## src/rtl/aes_key_store.sv

```systemverilog
// aes_key_store: round-key buffer behind the AES key expander.
// Captures NR+1 round keys, flags a complete schedule, and replays it
// forward (encrypt) or reverse (decrypt) under a valid/ready handshake.
module aes_key_store #(
  parameter int KEY_S = 128,
  parameter int NR    = 10,
  parameter int IDX_W = 4
) (
  input  logic             clk,
  input  logic             reset,
  input  logic             wr_en,
  input  logic [IDX_W-1:0] wr_idx,
  input  logic [KEY_S-1:0] wr_key,
  input  logic             wr_last,
  input  logic             rd_start,
  input  logic             rd_decrypt,
  input  logic             rk_ready,
  output logic             rk_valid,
  output logic [KEY_S-1:0] rk_data,
  output logic [IDX_W-1:0] rk_idx,
  output logic             rk_last,
  output logic             keys_valid,
  output logic             busy,
  output logic             overrun
);

  typedef enum logic {IDLE, STREAM} state_t;

  state_t           state;
  logic [KEY_S-1:0] mem [0:NR];
  logic [NR:0]      wmask;
  logic [NR:0]      wmask_nxt;
  logic [IDX_W-1:0] ptr;
  logic [IDX_W-1:0] end_idx;
  logic             dir_rev;
  logic             dropped;
  logic             wr_ok;
  logic             start_ok;
  logic             hs_last;
  logic             load;

  // Write qualification, next write mask and stream handshake decode
  always_comb begin
    wr_ok     = (state == IDLE) && wr_en && (wr_idx <= IDX_W'(NR));
    wmask_nxt = wmask;
    if (wr_ok) begin
      if (wr_idx == '0) wmask_nxt = '0;
      wmask_nxt[wr_idx] = 1'b1;
    end
    start_ok = (state == IDLE) && rd_start && keys_valid;
    hs_last  = rk_valid && rk_ready && rk_last;
    load     = !rk_valid || rk_ready;
  end

  // Key storage: not reset, only written while idle
  always_ff @(posedge clk) begin
    if (wr_ok) mem[wr_idx] <= wr_key;
  end

  // Control FSM with registered playback outputs
  always_ff @(posedge clk) begin
    if (reset) begin
      state      <= IDLE;
      wmask      <= '0;
      keys_valid <= 1'b0;
      overrun    <= 1'b0;
      dropped    <= 1'b0;
      dir_rev    <= 1'b0;
      ptr        <= '0;
      end_idx    <= '0;
      rk_valid   <= 1'b0;
      rk_data    <= '0;
      rk_idx     <= '0;
      rk_last    <= 1'b0;
    end else begin
      case (state)
        IDLE: begin
          wmask <= wmask_nxt;
          if (wr_ok && wr_idx == '0) begin
            keys_valid <= 1'b0;
            overrun    <= 1'b0;
          end
          if (wr_en && wr_last) keys_valid <= &wmask_nxt;
          // First key is loaded on the accepting edge so rk_valid rises with busy
          if (start_ok) begin
            state    <= STREAM;
            dir_rev  <= rd_decrypt;
            rk_valid <= 1'b1;
            rk_last  <= 1'b0;
            if (rd_decrypt) begin
              rk_data <= mem[NR];
              rk_idx  <= IDX_W'(NR);
              ptr     <= IDX_W'(NR - 1);
              end_idx <= '0;
            end else begin
              rk_data <= mem[0];
              rk_idx  <= '0;
              ptr     <= IDX_W'(1);
              end_idx <= IDX_W'(NR);
            end
          end
        end
        STREAM: begin
          if (wr_en) begin
            overrun <= 1'b1;
            dropped <= 1'b1;
          end
          // Schedule invalidation from a dropped write is deferred to stream end
          if (hs_last) begin
            state    <= IDLE;
            rk_valid <= 1'b0;
            rk_last  <= 1'b0;
            dropped  <= 1'b0;
            if (dropped || wr_en) keys_valid <= 1'b0;
          end else if (load) begin
            rk_valid <= 1'b1;
            rk_data  <= mem[ptr];
            rk_idx   <= ptr;
            rk_last  <= (ptr == end_idx);
            ptr      <= dir_rev ? ptr - 1'b1 : ptr + 1'b1;
          end
        end
        default: state <= IDLE;
      endcase
    end
  end

  assign busy = (state == STREAM);

endmodule
```

## config.mk

```make
export PLATFORM = sky130hd
export DESIGN_NAME = aes_key_store
export DESIGN_NICKNAME = d
export VERILOG_FILES = /design/src/rtl/aes_key_store.sv
export SDC_FILE = /design/constraint.sdc
export NUM_CORES = 2
export LEC_CHECK = 0
export CAP_MARGIN = 10
export CORE_UTILIZATION = 60
export DETAILED_ROUTE_END_ITERATION = 7
export PLACE_DENSITY = 0.75
export SLEW_MARGIN = 20
export SYNTH_ARGS = -nofsm -noshare
export SYNTH_HDL_FRONTEND = slang
export SYNTH_SLANG_ARGS = --single-unit
```

## constraint.sdc

```tcl
create_clock -name clk -period 11.9 [get_ports clk]
set_input_delay 1.19 -clock clk [delete_from_list [all_inputs] [get_ports clk]]
set_output_delay 1.19 -clock clk [all_outputs]
set_load 0.005 [all_outputs]
```

==> qor.yml <==
status: "complete, no violations"
slew_headroom: 0.201
ys_seq_area_frac: 0.749
synth-seq-cells: 1567
endpoint: "rk_data[45]"
start_kind: "flip-flop"
gr-max-usage-layer: "met2"
finalSetupViolCount: 0
synth_area_mm2: 0.0607
cp_slowest_cell: "buf_4"
place_area_mm2: 0.0647
vdd_drop_max_uv: 119
slowest_delay_ps: 950
p_leak_nw: 21.1
wl_um: 146000
setup_tns_ps: 0
internal_power_mw: 8.90
critical_path.cell_chain: "buf_12, buf_4, mux4_2, a22o_1, a2111oi_0, nor4_1"
place_hpwl_um: 73500
grt_max_degree: 119
num-fill-cells: 6228
tightest_slew_ps: 1200
cts_buffers: 152
grtUsageMet3: 0.0641
cts_tree: "yes"
period_share: 0.365
layout.nets: 3672
h-tree-depth: 4
areaGrowthSynthToFinish_pct: 14.7
reg2reg_depth: 6
design.core.area_mm2: 0.100
cts.root.buffer_cell: "clkbuf_16"
switchingPower_mw: 2.19
gp_congestion: 0.787
clock_skew_ps: 23.3
use_met1: 0.398
firstDrtPassIters: 5
portBuffers: 275
avgRoutedWirePerCell_um: 29.5
clk_pin_slew_ps: 60
syn-num-nets: 3419
p_clk_frac: 0.426
grt.total_usage: 0.290
use_met2: 0.467
clk_latency_ps: 770
cts_hold_buffers: 0
grt_pass1_vias: 34300
syn_inst: 3277
cp.arrival_ps: 4930
avgSynthCellArea_um2: 18.5
clock_sinks: 1567
worstPathRequired_ps: 12480
drc_errors: 0
cap_violations: 0
avgViaCountPerCell: 6.68
synth_cell_types: 50
ctsResizeCount: 0
rsz0062_at_grt: "false"
fin_crit_ps: 4350
die_y_um: 320
hp-start: "wmask[0]"
ioPinCount: 276
min_path_type: "flip-flop to flip-flop"
grt_pass1_wl_um: 218000
power_mw: 11.1
switching_share: 0.197
die_w_um: 320
yosys_warnings: 0
drt_iter0_drc: 3820
die-area_mm2: 0.102
timing.rr.end: "rk_data[45]"
critPathKind: "flip-flop to flip-flop"
overflow: 0
start_util: 0.606
vias: 33200
post_cts_buffers: 0
p_seq_frac: 0.552
cellPowerDensity_mw_per_mm2: 159
fin_hold_ws_ps: 477
rows: 116
p_comb_frac: 0.022
clockBufferDepth: 3
fmax_mhz: 230
cp_max_fo: 118
finalInstanceArea_mm2: 0.0696
slew_violations: 0
layout-drive-gt1-share: 0.170
grt_antenna_before_repair: 20
hold_viol: 0
ant_nets: 0
end_kind: "flip-flop"
r2r_slack_ps: 7550
-- cell families (layout without fill, tap and decap cells) --
family / after synthesis / in the layout / share of synthesized area
buf+inv: 239 / 619 / 0.0174
other cells: 0 / 9 / 0
xor+xnor: 2 / 2 / 0.000289
fa+ha+maj: 3 / 3 / 0.000742
mux: 505 / 505 / 0.137
simple gates: 530 / 530 / 0.0416
compound gates: 431 / 431 / 0.0535
flops: 1567 / 1567 / 0.749
-- through the flow --
step                std cells  setup slack [ps]   util
floorplan                3277               946      -
global placement         4672              6820  0.645
detailed placement       4673              6660  0.646
CTS                      4954              7450  0.695
global route             4960              7250  0.695
finish                   4964              7550  0.695
-- worst min-delay path by stage --
stage | endpoint | depth (start not counted) | slack [ps]
after floorplan | wmask[0] | 2 | 430
after global routing | wmask[0] | 2 | 500
after CTS | wmask[0] | 2 | 470
after detailed placement | wmask[0] | 2 | 460
final | wmask[0] | 2 | 480
after global placement | wmask[0] | 2 | 440
-- cell usage in the layout (no fill, tap or decap), types with 47 or more instances in the layout --
cell type,n
a22o_1,69
a221oi_1,61
a21oi_1,80
mux4_2,256
edfxtp_1,1408
mux2i_1,189
o21ai_0,66
clkbuf_16,155
buf_4,47
dfxtp_1,155
nor3_1,61
nor2b_1,69
mux2_2,60
a2111oi_0,121
nand2_1,132
nor4_1,69
nor2_1,155
clkdlybuf4s50_1,273
-- cell usage after synthesis, drive strengths merged --
cell type	n	area, µm²
nand4bb	2	22.5
and3b	1	8.76
or3	2	12.5
or4	2	15.0
mux2i	189	1890
or4b	1	10.0
a41oi	1	8.76
buf	86	482
a22o	69	604
and3	1	6.26
ha	2	25.0
nand3b	1	7.51
a2111oi	137	1230
a211oi	4	30.0
o41ai	1	16.3
dfxtp	159	3180
nor3	63	315
nand2	134	505
a31o	1	8.76
nor4b	1	23.8
nor2b	70	438
mux4	256	5770
nand3	8	40.0
edfxtp	1408	42300
a21oi	80	400
nor2	164	616
a221oi	61	534
and2	3	18.8
nor3b	1	7.51
fa	1	20.0
o21ai	67	335
a22oi	3	22.5
o21a	2	15.0
a31oi	3	18.8
clkbuf	145	546
xnor2	2	17.5
a21o	2	15.0
nor4	69	432
inv	8	30.0
mux2	60	676
nand2b	7	43.8
-- critical path: cells and delay by family (launching register included) --
family / cells / cell delay (ps)
AND/OR/NAND/NOR: 1 / 150
multiplexers: 1 / 610
AO/OA/AOI/OAI: 2 / 850
flip-flops: 1 / 730
buffers and inverters: 2 / 1700
-- final cells by class --
class                      instances  area (µm²)  share of cell area
clock buffer                     203        4150              0.0596
tap                             1298        1620              0.0233
inverter                           8        40.0            0.000575
timing repair buffer             330        3270              0.0470
clock inverter                    78         748              0.0107
antenna                            9        22.5            0.000324
multi-input combinational       1471       14300               0.205
sequential                      1567       45500               0.653
-- sequential cells by signal (all words and copies together) (netlist names), named ones only --
register and flops:
keys_valid 1, dir_rev 1, rk_data 128, rk_last 1, dropped 1, rk_idx 4
wmask 11, mem 1408, ptr 4, rk_valid 1, overrun 1, busy 1
end_idx 1
-- power groups by stage --
stage          clock network [mW]  registers (mW)  logic, mW
6_report                     4.72            6.12      0.245
5_1_grt                      4.98            6.13      0.261
4_1_cts                      4.77            6.12      0.244
3_5_place_dp                    0            6.24      0.243
3_3_place_gp                    0            6.23      0.230
2_1_floorplan                   0            6.24     0.0913
-- routing by layer --
metal  routed length [µm]  vias to the layer above
met5                  149                        -
met4                 3850                       24
met3                14300                      320
met2                71300                     1784
met1                56900                    17100
li1                     -                    13900
(Power assumes the default switching activity.)
